**config.mk**
```make
export PLATFORM = sky130hd
export DESIGN_NAME = time_lock_sequencer
export DESIGN_NICKNAME = d
export VERILOG_FILES = /design/src/rtl/time_lock_sequencer.sv
export SDC_FILE = /design/constraint.sdc
export NUM_CORES = 1
export LEC_CHECK = 0
export BUFFER_PORTS_ARGS = -buffer_cell sky130_fd_sc_hd__buf_2
export CAP_MARGIN = 5
export CORE_UTILIZATION = 50
export DETAILED_ROUTE_END_ITERATION = 6
export PLACE_DENSITY = 0.72
export SLEW_MARGIN = 10
export SYNTH_ARGS = -nofsm -noshare
export SYNTH_HDL_FRONTEND = slang
export SYNTH_SLANG_ARGS = --single-unit
```
**constraint.sdc**
```tcl
create_clock -name clk -period 4.87 [get_ports clk]
set_clock_uncertainty 0.2 [all_clocks]
set_input_delay 0.487 -clock clk [delete_from_list [all_inputs] [get_ports clk]]
set_output_delay 0.487 -clock clk [all_outputs]
set_load 0.01 [all_outputs]
```
**src/rtl/time_lock_sequencer.sv**
```systemverilog
// rtl/time_lock_sequencer.sv - multi-stage time-lock sequencer with abort, hold watchdog and clear-to-rearm
module time_lock_sequencer #(
    parameter int NUM_STAGES = 3,
    parameter int DWELL_W    = 4,
    parameter int CODE_W     = 2,
    parameter int MAX_HOLD   = 8
) (
    input  logic               clk,
    input  logic               reset,
    input  logic               start,
    input  logic [DWELL_W-1:0] dwell_cycles,
    input  logic               hold,
    input  logic               abort,
    input  logic               clear,
    output logic [CODE_W-1:0]  time_lock_out,
    output logic               stage_tick,
    output logic               busy,
    output logic               phase_done,
    output logic               phase_fail
);

    localparam int HOLD_W = (MAX_HOLD > 2) ? $clog2(MAX_HOLD) : 1;
    localparam logic [HOLD_W-1:0] HOLD_LAST  = HOLD_W'((MAX_HOLD > 0) ? MAX_HOLD - 1 : 0);
    localparam logic [CODE_W-1:0] LAST_STAGE = CODE_W'(NUM_STAGES);

    typedef enum logic [1:0] {
        S_IDLE = 2'd0,
        S_RUN  = 2'd1,
        S_DONE = 2'd2,
        S_FAIL = 2'd3
    } state_t;

    state_t             state;
    logic [CODE_W-1:0]  stage;
    logic [DWELL_W-1:0] timer;
    logic [DWELL_W-1:0] dwell_lat;
    logic [HOLD_W-1:0]  hold_cnt;

    // Stage is forced to 0 whenever the sequencer leaves RUN, so it doubles as the output code.
    assign time_lock_out = stage;

    always_ff @(posedge clk) begin
        if (reset) begin
            state      <= S_IDLE;
            stage      <= '0;
            timer      <= '0;
            dwell_lat  <= '0;
            hold_cnt   <= '0;
            stage_tick <= 1'b0;
            busy       <= 1'b0;
            phase_done <= 1'b0;
            phase_fail <= 1'b0;
        end else begin
            stage_tick <= 1'b0;
            case (state)
                S_IDLE: begin
                    if (start) begin
                        state      <= S_RUN;
                        dwell_lat  <= dwell_cycles;
                        stage      <= CODE_W'(1);
                        timer      <= '0;
                        hold_cnt   <= '0;
                        stage_tick <= 1'b1;
                        busy       <= 1'b1;
                    end
                end
                S_RUN: begin
                    if (abort || (hold && (MAX_HOLD != 0) && (hold_cnt == HOLD_LAST))) begin
                        state      <= S_FAIL;
                        stage      <= '0;
                        timer      <= '0;
                        hold_cnt   <= '0;
                        busy       <= 1'b0;
                        phase_fail <= 1'b1;
                    end else if (hold) begin
                        hold_cnt <= hold_cnt + HOLD_W'(1);
                    end else begin
                        hold_cnt <= '0;
                        // Timer saturates at the latched dwell, so it can never wrap.
                        if (timer == dwell_lat) begin
                            timer <= '0;
                            if (stage == LAST_STAGE) begin
                                state      <= S_DONE;
                                stage      <= '0;
                                busy       <= 1'b0;
                                phase_done <= 1'b1;
                            end else begin
                                stage      <= stage + CODE_W'(1);
                                stage_tick <= 1'b1;
                            end
                        end else begin
                            timer <= timer + DWELL_W'(1);
                        end
                    end
                end
                S_DONE, S_FAIL: begin
                    if (clear) begin
                        state      <= S_IDLE;
                        phase_done <= 1'b0;
                        phase_fail <= 1'b0;
                    end
                end
                default: begin
                    state      <= S_FAIL;
                    stage      <= '0;
                    timer      <= '0;
                    hold_cnt   <= '0;
                    busy       <= 1'b0;
                    phase_done <= 1'b0;
                    phase_fail <= 1'b1;
                end
            endcase
        end
    end

endmodule

```
==> results.py, run 1 <==
metrics = {
    "outcome": {
        "status": "finished, final reports clean",
    },
    "route": {
        "wl_per_cell_microns": 12.5,
        "vias_per_cell": 5.33,
        "drtIter0Drc": 11,
        "ant_nets": 0,
        "vias": 784,
        "drc_errors": 0,
        "wirelength_mm": 1.84,
        "first_pass_iters": 4,
    },
    "worst_setup_path": {
        "path_class": "reg2reg",
        "r2r_end": "busy$_SDFFE_PP0P_",
        "worst-path-max-fanout": 8,
        "slowest_stage": "dfxtp_1",
        "crit_chain": "ha_1 > ha_1 > a211oi_4 > and2_1 > o22ai_1 > a211oi_1",
        "end_kind": "flop",
        "cp_data_required_time_ps": 4880,
        "worst-path-stages": 6,
        "slowest_delay_ps": 340,
        "crit_path_start_kind": "flop",
        "arrival_ps": 2020,
        "r2r_start": "hold_cnt[0]$_SDFFE_PP0P_",
        "rrSetupSlack_ps": 2860,
        "worst-path-buf-inv": 0,
        "cpMostUsedCell": "ha_1",
        "path_delay_family": "compound AO/OA/AOI/OAI gates",
        "r2r_cells": 6,
    },
    "grt": {
        "use_met3": 0.0588,
        "grt_pass1_vias": 716,
        "antenna_found_initial": 0,
        "grt.busiest_layer": "met2",
        "grt_pass1_wl_mm": 3.06,
        "grt_max_degree": 20,
        "global_route.usage.met1": 0.264,
        "grtUsageMet2": 0.335,
        "grt_util_all_layers": 0.205,
        "grt_overflow": 0,
    },
    "final_layout": {
        "final_cells": 147,
        "drive_above_1_share": 0.213,
        "area_growth_pct": 10.5,
        "fin_nets": 137,
        "post-route-util": 0.606,
        "final_area_sq_mm": 0.00108,
        "antennaDiodeCount": 0,
    },
    "power_and_ir_drop": {
        "powerDensity_mw_per_mm2": 278,
        "leakagePower_nw": 0.439,
        "max-vdd-ir-drop_uv": 222,
    },
    "timing": {
        "rsz0062_at_grt": "no",
        "fin_crit_ps": 2010,
        "worstMarginPinSlew_ps": 535,
        "setup_violations": 0,
        "hold_violations": 0,
        "whs_ps": 226,
        "max_slew_margin": 0.638,
        "slew_violations": 0,
        "fin_tns_setup_ps": 0,
        "fin_crit_sh": 0.412,
        "maxClockFrequency_mhz": 499,
    },
    "logic_synthesis": {
        "yosysUniqueCellTypes": 38,
        "syn_inst": 108,
        "yosysSeqAreaShare": 0.389,
        "syn_nets": 122,
        "synth_edf_count": 0,
        "async_flop_share": 0,
        "syn_avg_cell_area_sq_um": 9.05,
        "yosys_warnings": 0,
        "syn_area_sq_um": 977,
        "synth-seq-cells": 19,
        "synth-main-ff-cell": "dfxtp_1",
    },
    "floorplanning": {
        "ios": 16,
        "std_cell_rows": 15,
        "coreArea_sq_mm": 0.00178,
        "die_width_microns": 46.2,
        "start_util": 0.548,
        "die_h_microns": 46.2,
        "die_area_sq_mm": 0.00214,
    },
    "min_path": {
        "hold_end": "dwell_lat[2]$_SDFFE_PP0P_",
        "hold_class": "in2reg",
        "hold_depth": 3,
        "min_from": "dwell_cycles[2]",
    },
    "clocking": {
        "clock-sinks": 19,
        "clkSlewWorstSetupHoldPaths_ps": 100,
        "cts_hold_buf": 0,
        "post_cts_buffers": 0,
        "clk_path_buf_depth": 2,
        "numCtsBuffers": 3,
        "htree_num_levels": 1,
        "root_buffer": "clkbuf_4",
        "cts_resized": 0,
        "clk-insertion-delay-late_ps": 290,
        "cts_tree": "yes",
    },
    "place": {
        "place_congestion": 0.764,
        "numPortBuffers": 15,
        "placed_cells": 143,
        "postPlaceCellArea_sq_mm": 0.00105,
        "dp_hpwl_mm": 1.35,
    },
    "flow_run": {
        "cap_viol_max_count": 0,
    },
}
==> cells in the mapped netlist (2+ instances only) <==
library cell	number	area (sq um)
dfxtp_1	19	380
nor2_1	13	48.8
a21oi_1	10	50.1
nand2_1	8	30.0
mux2i_1	5	50.1
ha_1	4	50.1
nand3_1	4	20.0
xnor2_1	4	35.0
clkbuf_1	3	11.3
nor2b_1	3	18.8
nor3_1	3	15.0
a22oi_1	2	15.0
a31oi_1	2	12.5
and2b_1	2	15.0
inv_1	2	7.51
o21ai_1	2	10.0
==> cells by family after synthesis <==
kind of cell,count (synthesis),share of synthesized area
AND/OR/NAND/NOR,42,0.234
AO/OA/AOI/OAI,27,0.200
flip-flops,19,0.389
buffers and inverters,7,0.0384
multiplexers,5,0.0512
XOR/XNOR,4,0.0358
adder cells (fa/ha/maj),4,0.0512
==> state kept, by name (all words and copies together) (netlist names) <==
signal / flops
dwell_lat: 4
timer: 4
hold_cnt: 3
state: 2
time_lock_out: 2
busy: 1
phase_done: 1
phase_fail: 1
stage_tick: 1
==> cell usage in the layout (no fill, tap or decap), drive strengths merged, types with 2 or more instances in the layout <==
cell	count
a211oi	2
a21oi	11
a22oi	2
a31o	2
a31oi	2
and2b	2
buf	15
clkbuf	4
dfxtp	19
ha	4
inv	2
mux2i	5
nand2	8
nand3	4
nor2	13
nor2b	4
nor3	3
o21ai	3
xnor2	4
==> worst register-to-register path, cell delays in order, from the launching register on <==
cell	delay (ps)
dfxtp_1	340
ha_1	200
ha_1	250
a211oi_4	290
and2_1	320
o22ai_1	110
a211oi_1	230
==> per-stage QoR <==
step	setup slack [ps]	total power, mW
after floorplan	3040	0.212
after global placement	2900	0.225
after detailed placement	2870	0.226
after CTS	2860	0.304
after global routing	2720	0.318
final	2860	0.301
==> per-layer routing <==
layer,vias to the layer above,wire (microns)
met5,-,0
met4,0,12
met3,2,70
met2,14,849
met1,358,906
li1,410,-
==> layout make-up <==
type                       count  area (sq um)
inverter                       2          7.51
clock buffer                   4          26.3
multi-input combinational     82           559
timing repair buffer          15          75.1
fill                         154           703
tap                           25          31.3
sequential                    19           380
==> worst max path at each step <==
stage	from	end	slack [ps]
finish	hold_cnt[0]$_SDFFE_PP0P_	busy$_SDFFE_PP0P_	2860
global route	hold_cnt[0]$_SDFFE_PP0P_	busy$_SDFFE_PP0P_	2720
CTS	hold_cnt[0]$_SDFFE_PP0P_	busy$_SDFFE_PP0P_	2860
detailed placement	abort	timer[3]$_SDFFE_PP0P_	2870
global placement	abort	timer[3]$_SDFFE_PP0P_	2900
floorplan	hold_cnt[0]$_SDFFE_PP0P_	busy$_SDFFE_PP0P_	3040
==> power breakdown <==
group          internal (mW)  switching [mW]  total, mW
combinational         0.0232          0.0298     0.0530
clock                 0.0319          0.0458     0.0776
sequential             0.163         0.00723      0.170
total                  0.218          0.0828      0.301
No activity file was read; power rests on OpenSTA's default activity.
==> inputs of run 2 (changes only) <==
Settings changed: ABC_AREA set to 1.
Clock period 4.87 ns to 1.9 ns, I/O delays scaled along.
==> results.py, run 2 <==
metrics = {
    "timing": {
        "slew_violations": 0,
        "maxClockFrequency_mhz": 550,
        "fin_crit_ps": 1820,
        "hold_violations": 0,
        "fin_crit_sh": 0.958,
        "max_slew_margin": 0.769,
        "setup_violations": 0,
        "worst_slack_ps": 80.3,
        "worstMarginPinSlew_ps": 345,
    },
    "logic_synthesis": {
        "synth_top_area_frac": 0.376,
        "synth_edf_count": 0,
        "syn_avg_cell_area_sq_um": 6.84,
        "yosys_warnings": 0,
        "syn_inst": 148,
        "synth-seq-cells": 19,
        "synth_commonest_cells": "nand2_1, nor2_1, dfxtp_1, inv_1, a21oi_1",
        "syn_nets": 162,
        "async_flop_share": 0,
        "yosysUniqueCellTypes": 24,
        "yosysMostFrequentCell": "nand2_1",
        "yosysSeqAreaShare": 0.376,
        "synth-main-ff-cell": "dfxtp_1",
        "synth.area.top_cells": "dfxtp_1, nand2_1, nor2_1",
        "synth_top_cell_by_area": "dfxtp_1",
        "syn_area_sq_mm": 0.00101,
    },
    "floorplanning": {
        "ios": 16,
        "coreArea_sq_mm": 0.00180,
        "start_util": 0.562,
        "std_cell_rows": 15,
        "die_h_microns": 47.0,
        "die_width_microns": 47.0,
        "die_area_sq_mm": 0.00221,
    },
    "worst_setup_path": {
        "end_kind": "flop",
        "crit_chain": "ha_2 > ha_2 > a21oi_4 > nand2_2 > inv_4 > nor2_8 > nand2_1 > xor2_1 > nor2_1",
        "slowest_delay_ps": 340,
        "r2r_cells": 9,
        "arrival_ps": 1830,
        "crit_path_start_kind": "flop",
        "cpMostUsedCell": "ha_2",
        "path_class": "reg2reg",
        "slowest_stage": "dfxtp_2",
        "cp_data_required_time_ps": 1910,
        "worst-path-max-fanout": 10,
    },
    "clocking": {
        "clock-sinks": 19,
        "clk_path_buf_depth": 2,
        "clk-insertion-delay-late_ps": 310,
        "numCtsBuffers": 3,
        "htree_num_levels": 1,
        "root_buffer": "clkbuf_4",
        "cts_tree": "yes",
        "clkSlewWorstSetupHoldPaths_ps": 110,
    },
    "final_layout": {
        "area_growth_pct": 23.5,
        "reg.largest.list": "dwell_lat (4), timer (4), hold_cnt (3)",
        "final_area_sq_mm": 0.00125,
        "drive_above_1_share": 0.236,
        "mostFrequentLayoutCells": "nand2_1, nor2_1, inv_1",
        "final_cells": 199,
        "fin_nets": 189,
        "mostFrequentLayoutCell": "nand2_1",
        "antennaDiodeCount": 0,
    },
    "route": {
        "drc_errors": 0,
        "wl_per_cell_microns": 10.4,
        "ant_nets": 0,
        "met1_length_microns": 935,
        "first_pass_iters": 4,
        "topRoutingLayerUsed": "met4",
        "drtIter0Drc": 9,
        "met2WireLength_mm": 1.04,
        "vias_per_cell": 4.74,
        "wl_met3_microns": 50,
        "vias": 944,
        "wirelength_mm": 2.08,
    },
    "place": {
        "numPortBuffers": 15,
        "postPlaceCellArea_sq_mm": 0.00112,
        "dp_hpwl_mm": 1.47,
        "pre_cts_slack_ps": 46.7,
        "place_congestion": 0.857,
        "placed_cells": 187,
    },
    "power_and_ir_drop": {
        "max-vdd-ir-drop_uv": 804,
        "power_mw": 1.49,
        "powerDensity_mw_per_mm2": 1190,
        "leakagePower_nw": 0.588,
    },
    "min_path": {
        "hold_depth": 3,
        "hold_class": "in2reg",
    },
    "grt": {
        "grt_pass1_vias": 801,
        "grt_util_all_layers": 0.210,
        "antenna_found_initial": 0,
        "grt_max_degree": 13,
        "grt_pass1_wl_mm": 3.14,
        "grt_overflow": 0,
    },
    "flow_run": {
        "cap_viol_max_count": 0,
    },
    "outcome": {
        "status": "finished, final reports clean",
    },
}
## run 2: changes by cell type after synthesis, moves of 3 or more
| cell | delta |
|---|---|
| xnor2_1 | -4 |
| nor2_1 | +10 |
| nor2b_1 | -3 |
| mux2i_1 | -5 |
| inv_1 | +17 |
| o21ai_0 | +3 |
| nand2_1 | +27 |
| nand2_2 | +5 |
| nand3_1 | +6 |
## run 2: final timing paths
kind	endpoint	startpoint	slack (ps)
worst min register to register	hold_cnt[0]$_SDFFE_PP0P_	hold_cnt[0]$_SDFFE_PP0P_	250
worst max-delay path	timer[2]$_SDFFE_PP0P_	hold_cnt[0]$_SDFFE_PP0P_	80
worst max register to register	timer[2]$_SDFFE_PP0P_	hold_cnt[0]$_SDFFE_PP0P_	80
worst min-delay path	dwell_lat[3]$_SDFFE_PP0P_	start	30
## run 2: repair_timing
| action | 4_1_cts | 5_1_grt |
|---|---|---|
| buffers inserted | 0 | 1 |
| hold buffers | 7 | 0 |
| gates resized for setup | 0 | 8 |
| endpoints found under the hold margin | 12 | 0 |
| endpoints found under the setup margin | 0 | 9 |
## run 2: critical path, delay by kind of cell, from the launching register on
kind	cells	cell delay [ps]
adders and majority gates	2	360
xor gates and xnor gates	1	160
DFF	1	340
and+or+nand+nor	4	300
AOI/OAI and AO/OA	1	260
buffers and inverters	1	110
## run 2: cell families (layout without fill, tap and decap cells)
| family | after synthesis | after routing | share of synthesized area |
|---|---|---|---|
| adders and majority gates | 4 | 4 | 0.0494 |
| and+or+nand+nor | 81 | 81 | 0.370 |
| DFF | 19 | 19 | 0.376 |
| xor gates and xnor gates | 1 | 1 | 0.00865 |
| buffers and inverters | 24 | 50 | 0.0915 |
| AOI/OAI and AO/OA | 19 | 19 | 0.105 |
## run 2: power by group
| group | internal, mW | switching [mW] |
|---|---|---|
| Clock | 0.0820 | 0.129 |
| Combinational | 0.271 | 0.442 |
| Sequential | 0.490 | 0.0731 |
## run 2: metal layers
metal / up-vias / global-route usage
met2: 15 / 0.361
li1: 512 / -
met5: - / 0
met4: 0 / 0.137
met3: 4 / 0.0346
met1: 413 / 0.238
## run 2: through the flow
stage / hold WS (ps) / util / setup TNS (ps)
after detailed placement: 261 / 0.621 / 0
final: 32.8 / 0.694 / 0
after floorplan: 156 / - / 0
after global placement: 252 / 0.621 / 0
after CTS: 33.4 / 0.674 / 0
after global routing: 34.7 / 0.694 / -3.66
## run 2: layout make-up
cell class,instances,area [sq um]
Clock buffer,4,26.3
Fill cell,169,552
Timing Repair Buffer,24,164
Inverter,22,85.1
Multi-Input combinational cell,105,562
Sequential cell,19,382
Tap cell,25,31.3
